==> src/rtl/adc_serial_seq_pkg.sv <==
// rtl/adc_serial_seq_pkg.sv - shared state encoding and sizing helpers for the digit-serial adder sequencer
package adc_serial_seq_pkg;

    typedef enum logic [1:0] {
        IDLE = 2'd0,
        RUN  = 2'd1,
        DONE = 2'd2
    } state_t;

    function automatic int seq_steps(input int width, input int digit);
        return width / digit;
    endfunction

    function automatic int step_cnt_w(input int steps);
        return (steps <= 1) ? 1 : $clog2(steps);
    endfunction

endpackage

==> src/rtl/adc_serial_seq_if.sv <==
// rtl/adc_serial_seq_if.sv - requester/consumer handshake bundle; ADC_SERIAL_SEQ_SUB_EN adds the SUB select
interface adc_serial_seq_if #(
    parameter int WIDTH = 8
);
    logic             in_valid;
    logic             in_ready;
    logic [WIDTH-1:0] I0;
    logic [WIDTH-1:0] I1;
    logic             CIN;
`ifdef ADC_SERIAL_SEQ_SUB_EN
    logic             SUB;
`endif
    logic             out_valid;
    logic             out_ready;
    logic [WIDTH-1:0] O;
    logic             COUT;
    logic             busy;

    modport master (
`ifdef ADC_SERIAL_SEQ_SUB_EN
        output SUB,
`endif
        output in_valid, I0, I1, CIN, out_ready,
        input  in_ready, out_valid, O, COUT, busy
    );

    modport slave (
`ifdef ADC_SERIAL_SEQ_SUB_EN
        input  SUB,
`endif
        input  in_valid, I0, I1, CIN, out_ready,
        output in_ready, out_valid, O, COUT, busy
    );
endinterface

==> src/rtl/adc_digit.sv <==
// rtl/adc_digit.sv - combinational DIGIT-bit add-with-carry slice
module adc_digit #(
    parameter int DIGIT = 1
) (
    input  logic [DIGIT-1:0] I0,
    input  logic [DIGIT-1:0] I1,
    input  logic             CIN,
    output logic [DIGIT-1:0] O,
    output logic             COUT
);

    assign {COUT, O} = {1'b0, I0} + {1'b0, I1} + {{DIGIT{1'b0}}, CIN};

endmodule

==> src/rtl/adc_serial_seq.sv <==
// rtl/adc_serial_seq.sv - digit-serial WIDTH-bit adder sequencer, LSB digit first
// ADC_SERIAL_SEQ_SUB_EN adds subtract via inverted operand B and inverted carry-in.
module adc_serial_seq
    import adc_serial_seq_pkg::*;
#(
    parameter int WIDTH = 8,
    parameter int DIGIT = 1
) (
    input  logic CLK,
    input  logic ASYNCRESET,
    adc_serial_seq_if.slave bus
);

    localparam int STEPS = seq_steps(WIDTH, DIGIT);
    localparam int CNT_W = step_cnt_w(STEPS);

    state_t           r_state;
    state_t           w_next;
    logic [WIDTH-1:0] r_a;
    logic [WIDTH-1:0] r_b;
    logic [WIDTH-1:0] r_res;
    logic [WIDTH-1:0] r_o;
    logic             r_carry;
    logic             r_cout;
    logic [CNT_W-1:0] r_step;

    logic [DIGIT-1:0] w_sum;
    logic             w_cout;
    logic             w_accept;
    logic             w_last;
    logic [WIDTH-1:0] w_b_in;
    logic             w_c_in;
    logic [WIDTH-1:0] w_res_next;

    adc_digit #(.DIGIT(DIGIT)) u_digit (
        .I0   (r_a[DIGIT-1:0]),
        .I1   (r_b[DIGIT-1:0]),
        .CIN  (r_carry),
        .O    (w_sum),
        .COUT (w_cout)
    );

`ifdef ADC_SERIAL_SEQ_SUB_EN
    assign w_b_in = bus.SUB ? ~bus.I1  : bus.I1;
    assign w_c_in = bus.SUB ? ~bus.CIN : bus.CIN;
`else
    assign w_b_in = bus.I1;
    assign w_c_in = bus.CIN;
`endif

    assign w_last     = (r_step == CNT_W'(STEPS - 1));
    // New digit lands at the MSB end so the full result is aligned after STEPS shifts.
    assign w_res_next = (r_res >> DIGIT) | (WIDTH'(w_sum) << (WIDTH - DIGIT));

    always_ff @(posedge CLK or posedge ASYNCRESET) begin
        if (ASYNCRESET) begin
            r_state <= IDLE;
        end else begin
            r_state <= w_next;
        end
    end

    always_comb begin
        w_next        = r_state;
        w_accept      = 1'b0;
        bus.in_ready  = 1'b0;
        bus.out_valid = 1'b0;
        bus.busy      = 1'b0;
        case (r_state)
            IDLE: begin
                bus.in_ready = 1'b1;
                if (bus.in_valid) begin
                    w_accept = 1'b1;
                    w_next   = RUN;
                end
            end
            RUN: begin
                bus.busy = 1'b1;
                if (w_last) begin
                    w_next = DONE;
                end
            end
            DONE: begin
                bus.busy      = 1'b1;
                bus.out_valid = 1'b1;
                if (bus.out_ready) begin
                    w_next = IDLE;
                end
            end
            default: w_next = IDLE;
        endcase
    end

    always_ff @(posedge CLK or posedge ASYNCRESET) begin
        if (ASYNCRESET) begin
            r_a     <= '0;
            r_b     <= '0;
            r_res   <= '0;
            r_o     <= '0;
            r_carry <= 1'b0;
            r_cout  <= 1'b0;
            r_step  <= '0;
        end else if (w_accept) begin
            r_a     <= bus.I0;
            r_b     <= w_b_in;
            r_carry <= w_c_in;
            r_step  <= '0;
        end else if (r_state == RUN) begin
            r_a     <= r_a >> DIGIT;
            r_b     <= r_b >> DIGIT;
            r_res   <= w_res_next;
            r_carry <= w_cout;
            r_step  <= r_step + CNT_W'(1);
            // O/COUT only change on the final digit so they hold the previous result during RUN.
            if (w_last) begin
                r_o    <= w_res_next;
                r_cout <= w_cout;
            end
        end
    end

    assign bus.O    = r_o;
    assign bus.COUT = r_cout;

endmodule

==> src/flat_wrapper.sv <==
// flat-port wrapper written by rule: the top's interface ports become plain ports
module adc_serial_seq_flat import adc_serial_seq_pkg::*;
#(
    parameter int WIDTH = 8,
    parameter int DIGIT = 1
)
  (CLK, ASYNCRESET, bus_in_valid, bus_I0, bus_I1, bus_CIN, bus_out_ready, bus_in_ready, bus_out_valid, bus_O, bus_COUT, bus_busy);
  adc_serial_seq_if #(.WIDTH(WIDTH)) bus_i ();
  input  logic CLK;
  input  logic ASYNCRESET;
  input wire logic [$bits(bus_i.in_valid)-1:0] bus_in_valid;
  input wire logic [$bits(bus_i.I0)-1:0] bus_I0;
  input wire logic [$bits(bus_i.I1)-1:0] bus_I1;
  input wire logic [$bits(bus_i.CIN)-1:0] bus_CIN;
  input wire logic [$bits(bus_i.out_ready)-1:0] bus_out_ready;
  output wire logic [$bits(bus_i.in_ready)-1:0] bus_in_ready;
  output wire logic [$bits(bus_i.out_valid)-1:0] bus_out_valid;
  output wire logic [$bits(bus_i.O)-1:0] bus_O;
  output wire logic [$bits(bus_i.COUT)-1:0] bus_COUT;
  output wire logic [$bits(bus_i.busy)-1:0] bus_busy;
  assign bus_i.in_valid = bus_in_valid;
  assign bus_i.I0 = bus_I0;
  assign bus_i.I1 = bus_I1;
  assign bus_i.CIN = bus_CIN;
  assign bus_i.out_ready = bus_out_ready;
  assign bus_in_ready = bus_i.in_ready;
  assign bus_out_valid = bus_i.out_valid;
  assign bus_O = bus_i.O;
  assign bus_COUT = bus_i.COUT;
  assign bus_busy = bus_i.busy;
  adc_serial_seq #(.WIDTH(WIDTH), .DIGIT(DIGIT)) u_core (.CLK(CLK), .ASYNCRESET(ASYNCRESET), .bus(bus_i));
endmodule
==> config.mk <==
export PLATFORM = sky130hd
export DESIGN_NAME = adc_serial_seq_flat
export DESIGN_NICKNAME = d
export VERILOG_FILES = /design/src/rtl/adc_serial_seq_pkg.sv /design/src/rtl/adc_serial_seq_if.sv /design/src/rtl/adc_digit.sv /design/src/rtl/adc_serial_seq.sv /design/src/flat_wrapper.sv
export SDC_FILE = /design/constraint.sdc
export NUM_CORES = 1
export LEC_CHECK = 0
export CAP_MARGIN = 20
export CORE_MARGIN = 2
export CORE_UTILIZATION = 45
export DETAILED_ROUTE_END_ITERATION = 12
export PLACE_DENSITY = 0.8
export SLEW_MARGIN = 20
export SYNTH_ARGS = -nofsm -noshare
export SYNTH_HDL_FRONTEND = slang
export SYNTH_SLANG_ARGS = --single-unit
export TNS_END_PERCENT = 20
==> constraint.sdc <==
create_clock -name CLK -period 2 [get_ports CLK]
set_clock_uncertainty 0.05 [all_clocks]
set_input_delay 0.4 -clock CLK [delete_from_list [all_inputs] [get_ports CLK]]
set_output_delay 0.4 -clock CLK [all_outputs]
set_load 0.1 [all_outputs]
=== After elaboration in Yosys (flattened, before gate mapping) ===
Index checks and enable logic that the tools add are counted.

* Register bits after elaboration: 39
* Bits of input ports: 21
* Output and inout bits: 12
* Word-level logic and storage cells: 42

* Add/subtract/negate cells: 3
* Eq/ne operators: 6
* Mux-type cells: 17
* Bitwise logic cells: 2
* Reduce and logical (&&, ||, !) cells: 6

{| class="wikitable"
|+ Operator list
! kind !! count
|-
| $mux W8 || 4
|-
| $or A7 B8 Y8 || 1
|-
| $mux W1 || 7
|-
| $mux W2 || 3
|-
| $mux W3 || 2
|-
| $pmux W2 S3 || 1
|-
| $reduce_and A3 Y1 || 2
|-
| $ne A2 B2 Y1 const B || 2
|-
| $add A3 B1 Y3 const B || 1
|-
| $eq A3 B3 Y1 const B || 1
|-
| $add A1 B1 Y2 || 1
|-
| $add A2 B1 Y2 || 1
|-
| $eq A2 B1 Y1 const B || 1
|-
| $eq A2 B2 Y1 const B || 1
|-
| $logic_not A2 Y1 || 1
|-
| $ne A2 B1 Y1 const B || 1
|-
| $reduce_and A2 Y1 || 1
|-
| $reduce_bool A2 Y1 || 1
|-
| $reduce_or A2 Y1 || 1
|-
| $not A1 Y1 || 1
|}

=== Logic depth before layout (Yosys ltp) ===
Gate-level depths: netlist of run 1.

* Word-level depth: 4
* Depth in mapped cells: 7
* Depth with buffers taken out: 5

=== Modules after synthesis ===
Synthesis of run 1 repeated with hierarchy kept, for this count alone.

* Cells, all modules: 137
* Area, all modules: 1710.4 µm²

{| class="wikitable"
|+ Modules (own cells, without submodules)
! module !! times used !! cells each !! area each (µm²) !! seq. area each (µm²)
|-
| adc_serial_seq || 1 || 136 || 1690.4 || 950.9
|-
| adc_digit || 1 || 1 || 20.0 || 0.0
|}

=== Worst setup path after synthesis of run 1 ===
No wires, ideal clock.

* Path kind: reg2reg
* Start point: register u_core.r_state[0]
* End point: register u_core.r_a[0]
* Setup time: 133 ps
* Arrival: 2019 ps
* Data required time: 1817 ps
* Slack: -202 ps
* Stages on the path, launching flop included: 7
* Buffers on the path: 2
* Clock period less this slack: 2202 ps
* Cell sequence: dfrtp_1 inv_1 ha_1 and2_2 buf_2 clkbuf_1 o21ai_0

* Longest elaborated chain between the ends: 3
* Elaborated cells between the ends (all ways): 5
* Classes of those cells: eq/ne: 1; mux: 2; reduce/logical: 2

{| class="wikitable"
|+ Ends and longest elaborated chain
! element !! RTL line !! text
|-
| start, declared || adc_serial_seq.sv:17 || <nowiki>state_t r_state;</nowiki>
|-
| start signal, assigned || adc_serial_seq.sv:59 || <nowiki>r_state <= w_next;</nowiki>
|-
| $logic_not A2 Y1 || adc_serial_seq.sv:69 || <nowiki>case (r_state)</nowiki>
|-
| $mux W1 || adc_serial_seq.sv:69 ||
|-
| $mux W8 or $reduce_bool A2 Y1 (tied branches) || - ||
|-
| end signal, assigned || adc_serial_seq.sv:104 || <nowiki>r_a <= bus.I0;</nowiki>
|-
| end signal, assigned || adc_serial_seq.sv:109 || <nowiki>r_a <= r_a >> DIGIT;</nowiki>
|-
| end, declared || adc_serial_seq.sv:19 || <nowiki>logic [WIDTH-1:0] r_a;</nowiki>
|}

Several ways; a longest one is shown, not always the timed one.
A chain may end at the register's enable or synchronous reset.

=== Worst setup path in the final report of run 1 ===
* Start point: register u_core.r_state[1]
* End point: register u_core.r_state[1]

* Longest elaborated chain between the ends: 3
* Elaborated cells between the ends (all ways): 8
* Classes of those cells: eq/ne: 5; mux: 1; reduce/logical: 2

{| class="wikitable"
|+ Ends and longest elaborated chain
! element !! RTL line
|-
| $eq A2 B1 Y1, or another cell as far along || adc_serial_seq.sv:69
|-
| $ne A2 B1 Y1 (no source line) or $ne A2 B2 Y1 (tied branches) || -
|-
| $reduce_and A3 Y1 (no source line) || -
|}

Several ways; a longest one is shown, not always the timed one.

==> reports/qor.txt, run 1 <==
static leakage: 1.006 nW
vias: 1,073
worst-path fanout max: 3
grt met3 use: 4.281%
Max-Cap Viols: 0
Rows: 22
crit path DAT: 1910 ps
vias in the first global route: 1,096
Max Slew Vio Count: 0
worst hold path startpoint: u_core.bus.O[6]$_DFFE_PP0P_
area leader, netlist: dfrtp_1
Tmin final: 1781 ps
sequential share of the synthesized area: 56.42%
met1 Use GR: 16.16%
initial antenna violation count: 0
all-layer global routing usage: 15.21%
final WL: 2902 µm
Slew HR: 66.12%
core area: 3633 µm²
fmax: 561.6 MHz
Starting Density: 46.38%
share of cells above drive strength 1: 26.01%
Mapped Cells: 136
Hold Path Class: reg -> reg
CP top delay family: compound AO/OA/AOI/OAI gates
# DRC: 0
pin count of the biggest net entering global routing: 39
I/O Buffers: 32
status: complete, no violations
1st-iter DRT viols: 33
syn avg cell area: 12.39 µm²
CTS tree: done
RD Place Congestion: 0.7244
Chip Width: 65.20 µm
die area: 4251 µm²
CP required: 2130 ps
clock-pin slew on the worst setup and hold paths: 70 ps
CP Class: reg -> reg
Clock Tree Root: clkbuf_8
CP peak stage delay: 520 ps
Worst Setup End Kind: flop
DP Wirelength: 2065 µm
Hold WS: 456.1 ps
clock tree buffer depth: 2
worst-path cell chain: inv_1, ha_2, a222oi_1, mux2_2
yosys synthesis warning count: 0
gr ovfl total: 0
drt pass-1 iters: 4
Worst-Margin Slew: 508.2 ps
PD cells: 1796 nW/µm²
total power draw: 3.882 mW
Final Hold Vio Count: 0
period utilization: 89.03%
ANT cells: 0
nets: 200
non-filler cells, final: 221
Setup crit start: u_core.r_state[1]$_DFFE_PP0P_
IO Count: 33
r2r startpoint: u_core.r_state[1]$_DFFE_PP0P_
vias per cell: 4.855
syn_nets: 164
chip height: 65.20 µm
placed instance count: 213
synthesized area: 1685 µm²
largest cells by area after synthesis: dfrtp_1 (56%), mux2_2 (12%), mux2i_1 (10%)
met2 Use GR: 27.30%
RSZ-0062 raised after global routing: false
post_cts resized: 0
Synth Register Bits: 38
Yosys cell types: 17
Num Clock Sinks: 38
Synth top area share: 56.42%
worst path bufs/invs: 1
Hold-fix buffers, CTS: 0
Routed Antenna Nets: 0
slowest stage cell, crit path: a222oi_1
first-pass GRT wire length: 4761 µm
Area Overhead vs Synth: 28.28%
GRT busiest layer: met2
per-cell routed wire length: 13.13 µm
CTS H-Tree Depth: 2
setup tns final: 0 ps
Finish-stage setup viols: 0
Setup crit start kind: flop
post-CTS setup buffers: 0
Num CTS Buffers: 5
worst skew pair latency: 290 ps
maximum VDD drop: 0.7082 mV
[sequential cells by signal, summed over array words and instances (netlist names)]
name,flops
u_core.bus.O,8
u_core.r_state,2
u_core.r_b,8
u_core.bus.COUT,1
u_core.r_step,3
u_core.r_a,8
u_core.r_res,7
u_core.r_carry,1
[cells by family (layout without fill, tap and decap cells)]
kind of cell	after synthesis	count (layout)	synth area share [%]
AOI/OAI and AO/OA	18	18	5.642
xor gates and xnor gates	1	1	0.5198
adders and majority gates	7	7	5.642
buffers and inverters	13	50	3.637
DFF	38	38	56.42
muxes	35	35	22.12
and+or+nand+nor	24	24	6.014
[area by class of cell]
cell class | count | area, µm²
Multi-Input combinational cell | 85 | 675.6
Timing Repair Buffer | 36 | 357.8
Tap cell | 48 | 60.06
Fill cell | 337 | 1471
Sequential cell | 38 | 950.9
Clock inverter | 2 | 12.51
Clock buffer | 6 | 82.58
Inverter | 6 | 22.52
[layout by cell type, fill, tap and decap left out]
master           instances
a222oi_1                 1
and2_2                   1
buf_12                   3
buf_4                   13
clkbuf_8                 6
clkdlybuf4s50_1         20
clkinv_2                 1
clkinvlp_4               1
dfrtp_1                 38
fa_1                     1
ha_1                     5
ha_2                     1
inv_1                    6
mux2_2                  18
mux2i_1                 17
nand2_1                 17
nand2_2                  1
nand2b_1                 2
nor2_1                   3
o21ai_0                 17
xnor2_1                  1
[worst reg2reg max path, stage by stage (launching register included)]
cell      delay, ps
dfrtp_1         380
inv_1            90
ha_2            210
a222oi_1        530
mux2_2          400
[metrics by stage]
| step | instance area (µm²) | utilization [%] | setup WS, ps |
|---|---|---|---|
| 6_report | 2162 | 59.50 | 219.5 |
| 5_1_grt | 2162 | 59.50 | 154.9 |
| 4_1_cts | 2162 | 59.50 | 204.3 |
| 3_5_place_dp | 2067 | 56.89 | 25.39 |
| 3_3_place_gp | 2067 | 56.89 | 159.0 |
| 2_1_floorplan | 1688 | - | -18.36 |
[path summary, 6_finish.rpt]
path / endpoint / slack, ps / cells after the start
max reg2reg: u_core.r_state[1]$_DFFE_PP0P_ / 220 / 4
max: u_core.r_state[1]$_DFFE_PP0P_ / 220 / 4
min: u_core.bus.O[6]$_DFFE_PP0P_ / 460 / 1
min reg2reg: u_core.bus.O[6]$_DFFE_PP0P_ / 460 / 1
min in group asynchronous: u_core.r_carry$_DFFE_PP0P_ / 480 / 3
max in group asynchronous: u_core.r_res[4]$_DFFE_PP0P_ / 1100 / 3
[Yosys cell counts]
master and n:
nand2b_1 2, clkbuf_1 1, nand2_2 1, nor2_1 3, ha_1 6, fa_1 1
buf_4 2, inv_1 6, nand2_1 17, dfrtp_1 38, a222oi_1 1, mux2_2 18
buf_2 4, mux2i_1 17, and2_2 1, o21ai_0 17, xnor2_1 1
[layer usage]
metal / vias to the layer above / routed length [µm] / part of all wire, %
li1: 530 / - / -
met4: 0 / 51 / 1.8
met5: - / 0 / 0
met3: 6 / 159 / 5.5
met2: 31 / 1482 / 51
met1: 506 / 1209 / 42
[power breakdown]
part	switching (mW)	internal, mW
clock network	0.264	0.277
registers	0.208	1.12
logic	1.23	0.783
Power figures use the tool's default switching activity.
==> run 2, diff against run 1 <==
--- a/config.mk
+++ b/config.mk
@@ -9,6 +9,7 @@
 export CORE_MARGIN = 2
 export CORE_UTILIZATION = 45
 export DETAILED_ROUTE_END_ITERATION = 12
+export MAX_ROUTING_LAYER = met4
 export PLACE_DENSITY = 0.8
 export SLEW_MARGIN = 20
 export SYNTH_ARGS = -nofsm -noshare
==> run 2 against run 1 <==
Net effect:
- via count decreased by 0.19%
- utilization did not move
- sequential power about the same
- first-iteration DRC count is 18% higher
- critical path type unchanged
==> reports/qor.txt, run 2 (synthesis gave the netlist of run 1 again) <==
Tmin final: 1781 ps
Hold Path Class: reg -> reg
r2r startpoint: u_core.r_state[1]$_DFFE_PP0P_
vias: 1,071
total power draw: 3.883 mW
Max-Cap Viols: 0
RSZ-0062 raised after global routing: false
share of total power in sequential cells: 34.1%
RD Place Congestion: 0.7329
Setup crit start kind: flop
I/O Buffers: 32
most used cells in the layout excluding fill and tap cells: dfrtp_1 (38), clkdlybuf4s50_1 (20), mux2_2 (18)
Hold Path Stages: 1
worst-path fanout max: 3
Worst Setup End Kind: flop
Register Area: 950.9 µm²
Crit Reg-Reg Endpoint: u_core.r_state[1]$_DFFE_PP0P_
Chip Width: 65.20 µm
per-cell routed wire length: 13.19 µm
Finish-stage setup viols: 0
chip height: 65.20 µm
maximum VDD drop: 0.7083 mV
post-CTS setup buffers: 0
Final Hold Vio Count: 0
Cell Int Power: 2.175 mW
PD cells: 1796 nW/µm²
clock power share: 13.9%
fillcell total: 337
static leakage: 1.006 nW
worst-path cell chain: inv_1, ha_2, a222oi_1, mux2_2
first-pass GRT wire length: 4774 µm
Num CTS Buffers: 5
Hold-fix buffers, CTS: 0
switching fraction of total power: 43.98%
clock-pin slew on the worst setup and hold paths: 70 ps
fmax: 561.6 MHz
# DRC: 0
Max Slew Vio Count: 0
Sw Pwr: 1.708 mW
vias in the first global route: 1,096
Clock Tree Root: clkbuf_8
drt pass-1 iters: 4
die area: 4251 µm²
CP required: 2130 ps
Area Overhead vs Synth: 28.28%
WHS Endpoint: u_core.bus.O[6]$_DFFE_PP0P_
worst hold path startpoint: u_core.bus.O[6]$_DFFE_PP0P_
Slew HR: 66.12%
Logic pwr share: 52.0%
Num Clock Sinks: 38
Starting Density: 46.38%
worst skew pair latency: 290 ps
Routed Antenna Nets: 0
Rows: 22
Hold WS: 456.1 ps
CTS tree: done
CP Class: reg -> reg
nets: 200
Worst-Margin Slew: 508.2 ps
vias per cell: 4.846
CP peak stage delay: 520 ps
1st-iter DRT viols: 39
clock tree buffer depth: 2
pin count of the biggest net entering global routing: 39
core area: 3633 µm²
DP Wirelength: 2065 µm
commonest non-fill, non-tap cell in the layout: dfrtp_1
initial antenna violation count: 0
gr ovfl total: 0
final WL: 2915 µm
CTS H-Tree Depth: 2
R2R cell count: 4
ANT cells: 0
share of cells above drive strength 1: 26.01%
all-layer global routing usage: 15.66%
post_cts resized: 0
area of the multi-input gates: 675.6 µm²
slowest stage cell, crit path: a222oi_1
IO Count: 33
period utilization: 89.03%
crit path DAT: 1910 ps
status: complete, no violations
r2r setup slk: 220 ps
## run 2: cell counts in the layout (fill, tap and decap cells not counted)
No cell type changed its count.
## run 2: critical path: cells and delay by family (launching register included)
kind / cells / cell delay (ps)
AOI/OAI and AO/OA: 1 / 520
DFF: 1 / 380
buffers and inverters: 1 / 90
adders and majority gates: 1 / 210
muxes: 1 / 400
## run 2: power groups by stage
stage                     clock, mW  combinational (mW)  sequential (mW)
after floorplan                   0                1.20             1.66
final                         0.542                2.02             1.32
after global routing          0.594                2.15             1.37
after detailed placement          0                2.02             1.34
after CTS                     0.553                2.03             1.33
after global placement            0                1.96             1.31
## run 2: layout make-up
| type | count | share of cell area [%] |
|---|---|---|
| flip-flops and latches | 38 | 43.98 |
| multi-input cells | 85 | 31.25 |
| repair buffers | 36 | 16.55 |
| clock buffers | 6 | 3.819 |
| well taps | 48 | 2.778 |
| inverters | 6 | 1.042 |
| clock inverters | 2 | 0.5787 |
## run 2: routing by layer
| metal | up-vias | track usage [%] | routed length [µm] |
|---|---|---|---|
| met4 | 0 | 7.813 | 51 |
| li1 | 531 | - | - |
| met1 | 503 | 16.50 | 1250 |
| met5 | - | - | 0 |
| met2 | 31 | 27.17 | 1465 |
| met3 | 6 | 4.110 | 148 |
## run 2: worst max-delay path by stage
stage	from	endpoint	slack (ps)	depth (start not counted)
after floorplan	u_core.r_state[0]$_DFFE_PP0P_	u_core.r_state[0]$_DFFE_PP0P_	-20	4
after CTS	u_core.r_state[1]$_DFFE_PP0P_	u_core.r_state[1]$_DFFE_PP0P_	200	4
after global placement	bus_in_valid	u_core.r_state[0]$_DFFE_PP0P_	160	4
final	u_core.r_state[1]$_DFFE_PP0P_	u_core.r_state[1]$_DFFE_PP0P_	220	4
after global routing	u_core.r_state[1]$_DFFE_PP0P_	u_core.r_state[1]$_DFFE_PP0P_	150	4
after detailed placement	bus_in_valid	u_core.r_state[1]$_DFFE_PP0P_	30	4
## run 2: metrics by stage
step	util, %	setup WS, ps	std cells	instance area, µm²	setup TNS (ps)
after floorplan	-	-18.36	136	1688	-36.71
after global placement	56.89	159.0	213	2067	0
after detailed placement	56.89	25.39	213	2067	0
after CTS	59.50	204.3	221	2162	0
after global routing	59.50	154.9	221	2162	0
final	59.50	219.5	221	2162	0
==> run 3, diff against run 2 <==
--- a/config.mk
+++ b/config.mk
@@ -6,8 +6,10 @@
 export NUM_CORES = 1
 export LEC_CHECK = 0
 export CAP_MARGIN = 20
+export CORE_ASPECT_RATIO = 0.8
 export CORE_MARGIN = 2
 export CORE_UTILIZATION = 45
+export CTS_BUF_LIST = sky130_fd_sc_hd__clkbuf_8 sky130_fd_sc_hd__clkbuf_16
 export DETAILED_ROUTE_END_ITERATION = 12
 export MAX_ROUTING_LAYER = met4
 export PLACE_DENSITY = 0.8
==> run 3 against run 2 <==
Net effect:
- global-route usage is 1.4 points higher
- count of clock-buffer cells in the layout unchanged
- die area barely moved
- largest power group unchanged
- maximum frequency up 3.5%
- utilization grew 2.2 points
==> reports/qor.txt, run 3 (synthesis gave the netlist of run 1 again) <==
placed instance count: 208
worst-path fanout max: 3
initial antenna violation count: 0
Num CTS Buffers: 5
share of cells above drive strength 1: 25.86%
Slew HR: 69.33%
Hold WS: 459.6 ps
post-route setup slack: 280.2 ps
Cell Int Power: 2.204 mW
setup tns final: 0 ps
post_cts resized: 0
fillcell total: 285
core area: 3518 µm²
Finish-stage setup viols: 0
static leakage: 1.019 nW
period utilization: 85.99%
status: complete, no violations
RSZ-0062 raised after global routing: false
post-CTS setup buffers: 0
Worst-Margin Slew: 460.1 ps
Logic pwr share: 52.9%
clock power share: 13.3%
die area: 4254 µm²
IO Count: 33
CTS tree: done
PD cells: 1809 nW/µm²
1st-iter DRT viols: 25
maximum VDD drop: 1.052 mV
non-filler cells, final: 216
vias in the first global route: 1,192
drt pass-1 iters: 4
I/O Buffers: 32
chip height: 58.74 µm
Hold Path Class: reg -> reg
Max-Cap Viols: 0
Rows: 19
Sw Pwr: 1.722 mW
most used cells in the layout excluding fill and tap cells: dfrtp_1 (38), clkdlybuf4s50_1 (20), mux2_2 (18)
first-pass GRT wire length: 5368 µm
clock tree buffer depth: 2
Setup crit start kind: flop
fmax: 581.5 MHz
worst skew pair latency: 290 ps
Area Overhead vs Synth: 28.80%
ANT cells: 0
CP Class: reg -> out
RD Place Congestion: 0.7112
CTS H-Tree Depth: 2
commonest non-fill, non-tap cell in the layout: dfrtp_1
Tmin final: 1720 ps
Max Slew Vio Count: 0
gr ovfl total: 0
pin count of the biggest net entering global routing: 39
clock-pin slew on the worst setup and hold paths: 80 ps
vias: 1,097
Chip Width: 72.42 µm
vias per cell: 5.079
crit path DAT: 1270 ps
all-layer global routing usage: 17.02%
Starting Density: 47.90%
per-cell routed wire length: 14.03 µm
CP required: 1550 ps
nets: 201
Clock Tree Root: clkbuf_8
Worst Setup End Kind: output pin
# DRC: 0
DP Wirelength: 2205 µm
share of total power in sequential cells: 33.8%
final WL: 3031 µm
post-placement worst setup slack: 118.3 ps
Routed Antenna Nets: 0
switching fraction of total power: 43.87%
Hold-fix buffers, CTS: 0
Final Hold Vio Count: 0
Num Clock Sinks: 38
run 3: final timing paths:
check	startpoint	endpoint	slack [ps]	depth (start not counted)
min	u_core.r_res[1]$_DFFE_PP0P_	u_core.r_res[1]$_DFFE_PP0P_	460	1
max reg2reg	u_core.r_state[1]$_DFFE_PP0P_	u_core.r_res[7]$_DFFE_PP0P_	320	5
max in group asynchronous	ASYNCRESET	u_core.bus.COUT$_DFFE_PP0P_	1090	3
min in group asynchronous	ASYNCRESET	u_core.bus.O[2]$_DFFE_PP0P_	470	3
min reg2reg	u_core.r_res[1]$_DFFE_PP0P_	u_core.r_res[1]$_DFFE_PP0P_	460	1
max	u_core.r_state[1]$_DFFE_PP0P_	bus_busy	280	3
run 3: worst max-delay path: stages (launching register included):
cell and delay, ps:
dfrtp_1 380, inv_1 90, ha_2 350, buf_12 170
run 3: layout make-up:
cell class | instances | area [µm²] | share of cell area, %
clock buffers | 6 | 82.58 | 3.804
clock inverters | 2 | 8.758 | 0.4035
inverters | 6 | 22.52 | 1.037
multi-input cells | 85 | 675.6 | 31.12
flip-flops and latches | 38 | 950.9 | 43.80
well taps | 42 | 52.55 | 2.421
repair buffers | 37 | 377.9 | 17.41
run 3: power by group through the flow:
stage | Sequential [mW] | Combinational (mW) | Clock [mW]
after floorplan | 1.66 | 1.20 | 0
after global placement | 1.31 | 2.02 | 0
after detailed placement | 1.34 | 2.09 | 0
after CTS | 1.33 | 2.10 | 0.536
after global routing | 1.37 | 2.22 | 0.573
final | 1.33 | 2.08 | 0.522
run 3: per-stage QoR:
step	area [µm²]	utilization (%)	total power, mW
4_1_cts	2171	61.70	3.968
6_report	2171	61.70	3.926
2_1_floorplan	1688	-	2.860
5_1_grt	2171	61.70	4.161
3_5_place_dp	2079	59.10	3.430
3_3_place_gp	2079	59.10	3.327
run 3: metal layers:
layer,track usage [%],part of all wire [%]
met1,20.50,45
met2,28.57,50
met3,4.110,3.8
met4,5.556,1.0
met5,-,0
